--- src/rtl/baud_pkg.sv ---
// baud_pkg: shared types and helpers for the fractional baud-tick generator.
//   DIV_W / FRAC_W : widths of the integer and fractional divisor parts.
//   MIN_DIV        : smallest integer divisor the generator will run with.
//   div_cfg_t      : {int_part, frac_part} divisor, period = int + frac/2^FRAC_W.
//   default_div()  : divisor for a given clock, baud rate and oversample ratio.
package baud_pkg;

  localparam int DIV_W   = 16;
  localparam int FRAC_W  = 8;
  localparam int MIN_DIV = 2;

  typedef struct packed {
    logic [DIV_W-1:0]  int_part;
    logic [FRAC_W-1:0] frac_part;
  } div_cfg_t;

  // Integer part is the truncated quotient; the remainder is scaled to
  // 1/2^FRAC_W units and truncated as well.
  function automatic div_cfg_t default_div(input longint clk_freq,
                                           input longint baud,
                                           input longint oversample);
    longint   den;
    longint   q;
    longint   r;
    div_cfg_t d;
    den         = baud * oversample;
    q           = clk_freq / den;
    r           = clk_freq % den;
    d.int_part  = DIV_W'(q);
    d.frac_part = FRAC_W'((r << FRAC_W) / den);
    return d;
  endfunction

endpackage

--- src/rtl/baud_gen_frac_div.sv ---
// frac_tick_div: fractional cycle divider producing the oversampled tick.
//   clk, srst_n : clock, asynchronous active-low reset
//   en          : 1 = count, 0 = hold cnt/acc/carry and suppress ticks
//   clear       : realign phase (cnt, acc, carry -> 0), no tick this cycle
//   clr_frac    : clear only the fractional accumulator (divisor switch)
//   div         : active divisor
//   tick_due    : combinational, a tick is generated at this edge
//   rx_tick     : registered one-cycle tick
module frac_tick_div
  import baud_pkg::*;
(
  input  logic     clk,
  input  logic     srst_n,
  input  logic     en,
  input  logic     clear,
  input  logic     clr_frac,
  input  div_cfg_t div,
  output logic     tick_due,
  output logic     rx_tick
);

  logic [DIV_W-1:0]  cnt;
  logic [FRAC_W-1:0] acc;
  logic              carry;
  logic [DIV_W:0]    period;
  logic [DIV_W:0]    cnt_nx;
  logic [FRAC_W:0]   frac_sum;

  assign period   = {1'b0, div.int_part} + {{DIV_W{1'b0}}, carry};
  assign cnt_nx   = {1'b0, cnt} + {{DIV_W{1'b0}}, 1'b1};
  assign frac_sum = {1'b0, acc} + {1'b0, div.frac_part};

  // >= rather than == so a count held above a freshly shortened period
  // (divisor applied while frozen) still wraps on the next enabled edge.
  assign tick_due = en & ~clear & (cnt_nx >= period);

  always_ff @(posedge clk or negedge srst_n) begin
    if (!srst_n) begin
      cnt     <= '0;
      acc     <= '0;
      carry   <= 1'b0;
      rx_tick <= 1'b0;
    end else begin
      rx_tick <= tick_due;
      if (clear) begin
        cnt <= '0;
      end else if (en) begin
        cnt <= tick_due ? '0 : cnt + DIV_W'(1);
      end
      // carry out of the accumulator stretches only the following period
      if (clear || clr_frac) begin
        acc   <= '0;
        carry <= 1'b0;
      end else if (tick_due) begin
        {carry, acc} <= frac_sum;
      end
    end
  end

endmodule

--- src/rtl/baud_gen_frac.sv ---
// baud_gen_frac: runtime-programmable fractional UART baud-tick source.
//   clk, srst_n  : clock, asynchronous active-low reset
//   en           : 1 = run, 0 = freeze counters, no ticks
//   restart      : one-cycle phase realign (start-bit detect)
//   cfg_valid/cfg_ready, cfg_div_int, cfg_div_frac : divisor offer handshake
//   rx_tick      : OVERSAMPLE x baud tick
//   tx_tick      : 1x baud tick, coincident with an rx_tick
//   cfg_pending  : accepted divisor waiting to be applied
// A new divisor is held in a shadow copy and switched in only on a bit
// boundary (tx tick), a restart, or while frozen, so no bit mixes divisors.
module baud_gen_frac
  import baud_pkg::*;
#(
  parameter int CLK_FREQ     = 1000000,
  parameter int DEFAULT_BAUD = 2400,
  parameter int OVERSAMPLE   = 16
) (
  input  logic              clk,
  input  logic              srst_n,
  input  logic              en,
  input  logic              restart,
  input  logic              cfg_valid,
  output logic              cfg_ready,
  input  logic [DIV_W-1:0]  cfg_div_int,
  input  logic [FRAC_W-1:0] cfg_div_frac,
  output logic              rx_tick,
  output logic              tx_tick,
  output logic              cfg_pending
);

  localparam int              OS_W    = $clog2(OVERSAMPLE);
  localparam logic [OS_W-1:0] OS_LAST = OS_W'(OVERSAMPLE - 1);
  localparam div_cfg_t        DEF_DIV = default_div(CLK_FREQ, DEFAULT_BAUD, OVERSAMPLE);

  function automatic div_cfg_t clamp_cfg(input logic [DIV_W-1:0]  i,
                                         input logic [FRAC_W-1:0] f);
    div_cfg_t c;
    c.int_part  = (i < DIV_W'(MIN_DIV)) ? DIV_W'(MIN_DIV) : i;
    c.frac_part = f;
    return c;
  endfunction

  div_cfg_t        active;
  div_cfg_t        shadow;
  logic [OS_W-1:0] os_cnt;
  logic            tick_due;
  logic            tx_due;
  logic            apply;
  logic            accept;

  assign tx_due    = tick_due & (os_cnt == OS_LAST);
  assign apply     = cfg_pending & (tx_due | restart | ~en);
  assign cfg_ready = ~cfg_pending;
  assign accept    = cfg_valid & cfg_ready;

  frac_tick_div u_div (
    .clk      (clk),
    .srst_n   (srst_n),
    .en       (en),
    .clear    (restart),
    .clr_frac (apply),
    .div      (active),
    .tick_due (tick_due),
    .rx_tick  (rx_tick)
  );

  always_ff @(posedge clk or negedge srst_n) begin
    if (!srst_n) begin
      os_cnt      <= '0;
      tx_tick     <= 1'b0;
      cfg_pending <= 1'b0;
      active      <= DEF_DIV;
      shadow      <= DEF_DIV;
    end else begin
      tx_tick <= tx_due;
      if (restart) begin
        os_cnt <= '0;
      end else if (tick_due) begin
        os_cnt <= (os_cnt == OS_LAST) ? '0 : os_cnt + OS_W'(1);
      end
      // apply and accept are exclusive: accept needs cfg_pending low
      if (apply) begin
        active      <= shadow;
        cfg_pending <= 1'b0;
      end
      if (accept) begin
        shadow      <= clamp_cfg(cfg_div_int, cfg_div_frac);
        cfg_pending <= 1'b1;
      end
    end
  end

endmodule

--- config.mk ---
export PLATFORM = sky130hd
export DESIGN_NAME = baud_gen_frac
export DESIGN_NICKNAME = d
export VERILOG_FILES = /design/src/rtl/baud_pkg.sv /design/src/rtl/baud_gen_frac_div.sv /design/src/rtl/baud_gen_frac.sv
export SDC_FILE = /design/constraint.sdc
export NUM_CORES = 1
export LEC_CHECK = 0
export CAP_MARGIN = 25
export CORE_MARGIN = 3
export CORE_UTILIZATION = 55
export DETAILED_ROUTE_END_ITERATION = 16
export DONT_BUFFER_PORTS = 1
export PLACE_DENSITY_LB_ADDON = 0.15
export SETUP_SLACK_MARGIN = 0.05
export SLEW_MARGIN = 20
export SYNTH_ARGS = -nofsm -noshare
export SYNTH_HDL_FRONTEND = slang
export SYNTH_SLANG_ARGS = --single-unit
--- constraint.sdc ---
create_clock -name clk -period 4.45 [get_ports clk]
set_input_delay 1.1125 -clock clk [delete_from_list [all_inputs] [get_ports clk]]
set_output_delay 1.1125 -clock clk [all_outputs]
set_load 0.005 [all_outputs]
=== Word-level counts from Yosys, hierarchy flattened ===
Cells that the tools add are included.

* Flip-flop bits (word level): 80
* Latch bits: 0
* RAM bits: 0
* Bits in read-only memories: 0
* Output and inout bits: 4
* Word-level logic and storage cells: 47
* Memories: 0

* $add $sub $neg: 5
* $mul: 0
* Divide/modulo/power cells: 0
* Order comparisons: 2
* Equality and inequality tests: 1
* Shift operators: 0
* Muxes and demuxes: 13
* Bitwise gates (word level): 10
* Reduce and logical (&&, ||, !) cells: 5

{| class="wikitable"
|+ Operators with widths
! operator !! count
|-
| two-way mux 16 bit || 4
|-
| adder 16 x 1 -> 17 bit || 1
|-
| adder 16 x 1 -> 17 bit (second input constant) || 1
|-
| >= comparator 17 bit || 1
|-
| adder 16 x 1 -> 16 bit (second input constant) || 1
|-
| less-than comparator 16 x 2 -> 1 bit (second input constant) || 1
|-
| two-way mux 8 bit || 2
|-
| two-way mux 4 bit || 3
|-
| adder 8 x 8 -> 9 bit || 1
|-
| nonzero test 2 bit || 4
|-
| bitwise AND 1 bit || 5
|-
| adder 4 x 1 -> 4 bit (second input constant) || 1
|-
| equality test 4 bit (second input constant) || 1
|-
| two-way mux 1 bit || 4
|-
| NOT 1 bit || 3
|-
| OR 1 bit || 2
|-
| logical OR 1 bit || 1
|}

=== Logic depth before layout (Yosys ltp) ===
* Depth after elaboration: 9
* Mapped depth: 15
* Gate-level depth less buffers: 13

=== Cells and area by module ===
A second synthesis with hierarchy kept.

* Cells, all modules: 431
* Area, all modules: 4441.8 um^2

{| class="wikitable"
|+ Modules (own cells, without submodules)
! module !! times used !! cells each !! area an instance (um^2) !! sequential area each (um^2)
|-
| frac_tick_div || 1 || 246 || 2232.1 || 650.6
|-
| baud_gen_frac || 1 || 185 || 2209.6 || 1363.8
|}

=== Worst setup path before layout ===
Ideal clock, no wire load.

* Path kind: reg-to-reg
* Start point: register u_div.cnt[5]
* End point: register active[15] (netlist name)
* Setup time: 0.127 ns
* Arrival: 3.156 ns
* Data required time: 4.323 ns
* Slack: 1.167 ns
* Stages on the path, launching flop included: 14
* Buffers on the path: 2
* Period minus slack after synthesis: 3.283 ns
* Path through: dfrtp_1 clkbuf_2 nand3_1 nor4_2 and3_1 and3_1 xor2_1 ha_1 nand4_1 or2_2 o211a_1 a21boi_4 buf_6 mux2_1

* Cells in the longest elaborated chain, start to end: 7

{| class="wikitable"
|+ Ends and longest elaborated chain
! item !! RTL line !! RTL
|-
| from (decl) || baud_gen_frac_div.sv:22 || <nowiki>logic [DIV_W-1:0] cnt;</nowiki>
|-
| from (signal assigned) || baud_gen_frac_div.sv:48 || <nowiki>cnt <= tick_due ? '0 : cnt + DIV_W'(1);</nowiki>
|-
| adder 16 x 1 -> 17 bit || baud_gen_frac_div.sv:30 || <nowiki>assign cnt_nx = {1'b0, cnt} + {{DIV_W{1'b0}}, 1'b1};</nowiki>
|-
| >= comparator 17 bit || baud_gen_frac_div.sv:35 || <nowiki>assign tick_due = en & ~clear & (cnt_nx >= period);</nowiki>
|-
| bitwise AND 1 bit || baud_gen_frac_div.sv:35 ||
|-
| bitwise AND 1 bit || baud_gen_frac.sv:51 || <nowiki>assign tx_due = tick_due & (os_cnt == OS_LAST);</nowiki>
|-
| OR 1 bit (2 in a row) || baud_gen_frac.sv:52 || <nowiki>assign apply = cfg_pending & (tx_due | restart | ~en);</nowiki>
|-
| bitwise AND 1 bit || baud_gen_frac.sv:52 ||
|-
| to (signal assigned) || baud_gen_frac.sv:83 || <nowiki>active <= shadow;</nowiki>
|-
| to (decl) || baud_gen_frac.sv:43 || <nowiki>div_cfg_t active;</nowiki>
|}

No other way between the ends.
A chain may end at the register's enable or synchronous reset.

=== Worst setup path after layout ===
* Start point: register u_div.cnt[2]
* End point: register os_cnt[3]

* Cells in the longest elaborated chain, start to end: 4

{| class="wikitable"
|+ Ends and longest elaborated chain
! item !! RTL line !! RTL
|-
| adder 16 x 1 -> 17 bit || baud_gen_frac_div.sv:30 ||
|-
| >= comparator 17 bit || baud_gen_frac_div.sv:35 ||
|-
| bitwise AND 1 bit || baud_gen_frac_div.sv:35 ||
|-
| nonzero test 2 bit (no source line) || -- ||
|-
| to (signal assigned) || baud_gen_frac.sv:79 || <nowiki>os_cnt <= (os_cnt == OS_LAST) ? '0 : os_cnt + OS_W'(1);</nowiki>
|-
| to (decl) || baud_gen_frac.sv:45 || <nowiki>logic [OS_W-1:0] os_cnt;</nowiki>
|}

No other way between the ends.

==> impl_metrics.csv <==
group,metric,value,unit
place,place_inst,505,
timing,min_period,3.76,ns
place,dp_slack,0.712,ns
timing,relSlewSlack,42.3,%
yosys,syn_nets,473,
drt,drt_iter0_markers,90,
layout,utilization,61.7,%
timing,totalNegativeSetupSlack,0,ns
clocking,hold_buffers,0,
timing,drv_slew,0,
run_status,status,"completed",
floorplanning,dieArea,0.00935,mm²
yosys,ys_async_sr_fraction,100,%
setup_path,reg2regPathDepth,12,
clocking,cts_root_buf,"clkbuf_8",
pwr,powerDensity,450,mW/mm²
timing,fin_ws,0.686,ns
setup_path,rrSetupSlack,0.69,ns
timing,rsz0062_at_grt,"false",
yosys,synth_warnings,0,
clocking,path_clk_slew,0.09,ns
yosys,postSynthAreaPerCell,10.9,µm²
clocking,ctsLongestPathBuffers,2,
setup_path,critPathRequiredTime,4.70,ns
place,dp_hpwl,6160,µm
floorplanning,start_util,57.7,%
drt,drc,0,
floorplanning,fp.dieH,96.7,µm
drt,routed_wl,8430,µm
setup_path,cp_max_fo,11,
yosys,syn_inst,414,
hold_path,holdCritPathClass,"input pin to asynchronous set/reset pin",
drt,vias_per_cell,5.86,
clocking,tritoncts,"done",
drt,wl_per_cell,16.1,µm
global_routing,grt_max_degree,81,
drt,ant_nets,0,
setup_path,r2r-start,"u_div.cnt[2]",
floorplanning,core_area,0.00785,mm²
place,io_buffer_count,0,
clocking,cts_buffers,9,
global_routing,grt_pass1_wl,14900,µm
setup_path,path_class,"flip-flop to flip-flop",
pwr,cellLeakagePower,2.07,nW
run,maxCapViolations,0,
layout,final.fill_count,674,
layout,drive_gt1_share,18.8,%
pwr,power,2.18,mW
floorplanning,chipWidth,96.7,µm
timing,finalCritPeriodShare,84.6,%
layout,fin_nets,474,
clocking,postCtsSetupBuffers,0,
global_routing,grt_remaining_overflow,0,
setup_path,slowest_delay,0.61,ns
timing,tightest_slew,0.863,ns
setup_path,r2r_end,"os_cnt[3]",
layout,antenna_cells,0,
setup_path,crit_path_end_kind,"flip-flop",
global_routing,track_usage,19.3,%
global_routing,antenna_found_initial,0,
setup_path,crit_arrival,4.01,ns
yosys,syn-cell-area,0.00453,mm²
setup_path,crit_chain,"nand2_1, nor4_2, and3_1, and3_1, xor2_1, ha_1, nand4_1, or2_2, o31ai_2, buf_4, nand2_1, a32o_1",
clocking,clkSinkCount,80,
floorplanning,ioPinCount,33,
layout,syn2layout_area_growth,6.99,%
layout,instances_no_fill,522,
yosys,ys_seq_area_share,44.5,%
yosys,ys.flop_type,"dfrtp_1",
yosys,synth_top_area_share,38.7,%
setup_path,startpoint_type,"flip-flop",
clocking,clk_latency,0.35,ns
setup_path,cp_top_family,"simple AND/OR/NAND/NOR gates",
clocking,cts-htree-levels,3,
setup_path,crit_cells,12,
yosys,ys_types,56,
yosys,synth_seq_cells,80,
global_routing,grt_pass1_vias,3092,
drt,drt-pass1-iter-count,4,
yosys,synth_edf_count,0,
yosys,yosysTopAreaCell,"dfrtp_1",
yosys,yosys-top-cells-area,"dfrtp_1, mux2_2, ha_1",
timing,fin_skew,0.0105,ns
clocking,cts_resized,0,
pwr,max-vdd-ir-drop,0.363,mV
drt,vias,3058,
floorplanning,num_rows,32,
place,gp_congestion,0.860,
timing,finalHoldViolations,0,
setup_path,crit_buf_inv,1,
timing,fmax,0.266,GHz
setup_path,slowest_stage,"o31ai_2",
timing,setup_viol,0,
## cells in the mapped netlist (all sizes together), types with 6 or more instances
cell    count
o211ai      8
buf         6
o21ai       8
nor2       21
and3        6
nor3        7
ha         29
nand2      26
a22o        6
mux2       46
nand3      25
clkbuf     10
a21oi      23
dfstp      10
dfrtp      70
inv        14
xor2       13
nand4       6
xnor2      21
## state kept, by name, summed over array words and instances (netlist names)
signal         flops
active            24
u_div.carry        1
u_div.rx_tick      1
u_div.cnt         16
os_cnt             4
shadow            24
u_div.acc          8
tx_tick            1
cfg_pending        1
## metrics by stage
step           instance area [µm²]  hold WS (ns)
2_1_floorplan                 4530         0.437
3_3_place_gp                  4620         0.451
3_5_place_dp                  4620         0.454
4_1_cts                       4830         0.431
5_1_grt                       4840         0.415
6_report                      4840         0.445
## cells in the final DEF (no fill, tap or decap), types with 2 or more instances in the layout
master / count
dfrtp_1: 70
mux2_2: 37
ha_1: 29
nand2_1: 26
nand3_1: 25
a21oi_1: 23
xnor2_1: 21
nor2_1: 21
inv_1: 14
xor2_1: 13
dfstp_2: 10
clkbuf_8: 10
mux2_1: 9
o211ai_1: 8
and3_1: 6
nand4_1: 6
nor3_1: 6
o21ai_0: 6
a22o_1: 6
buf_4: 5
nor4_1: 4
a211oi_1: 4
o21bai_1: 4
a221o_1: 4
a31oi_1: 4
or2_2: 3
nand2b_1: 3
nor2b_1: 3
and4_1: 3
mux2i_1: 3
o41ai_1: 3
a41o_1: 2
o2bb2ai_1: 2
clkinvlp_4: 2
inv_6: 2
## logic make-up (layout without fill, tap and decap cells)
family | count (synthesis) | in the layout | synth area share (%)
AND/OR/NAND/NOR | 111 | 111 | 12.4
adder cells (fa/ha/maj) | 30 | 30 | 8.46
flip-flops | 80 | 80 | 44.5
AO/OA/AOI/OAI | 80 | 80 | 13.0
multiplexers | 49 | 49 | 12.1
buffers and inverters | 30 | 36 | 2.93
XOR/XNOR | 34 | 34 | 6.58
## per-layer routing
metal	track usage [%]	up-vias	part of all wire, %
met4	4.86	0	1.1
li1	-	1521	-
met3	4.33	8	4.5
met1	28.4	1471	51
met5	0	-	0
met2	28.9	58	43
## cell type report
type	count	area, µm²	share of cell area [%]
inverters	14	52.6	1.09
well taps	102	128	2.64
repair buffers	6	52.6	1.09
multi-input cells	304	2380	49.2
flip-flops and latches	80	2010	41.6
clock buffers	10	138	2.84
clock inverters	6	73.8	1.52
## where the power goes
part           switching (mW)  internal [mW]
Sequential              0.153          0.938
Combinational           0.233          0.286
Clock                   0.289          0.283
Total                   0.675           1.51
## worst max-delay path by stage
stage | startpoint | end
after floorplan | u_div.cnt[5] | active[15]
after global placement | u_div.cnt[2] | active[13]
after detailed placement | u_div.cnt[2] | os_cnt[3]
after CTS | u_div.cnt[2] | os_cnt[3]
after global routing | u_div.cnt[2] | os_cnt[3]
final | u_div.cnt[2] | os_cnt[3]
Note: power is estimated with default switching activity, not from simulation.
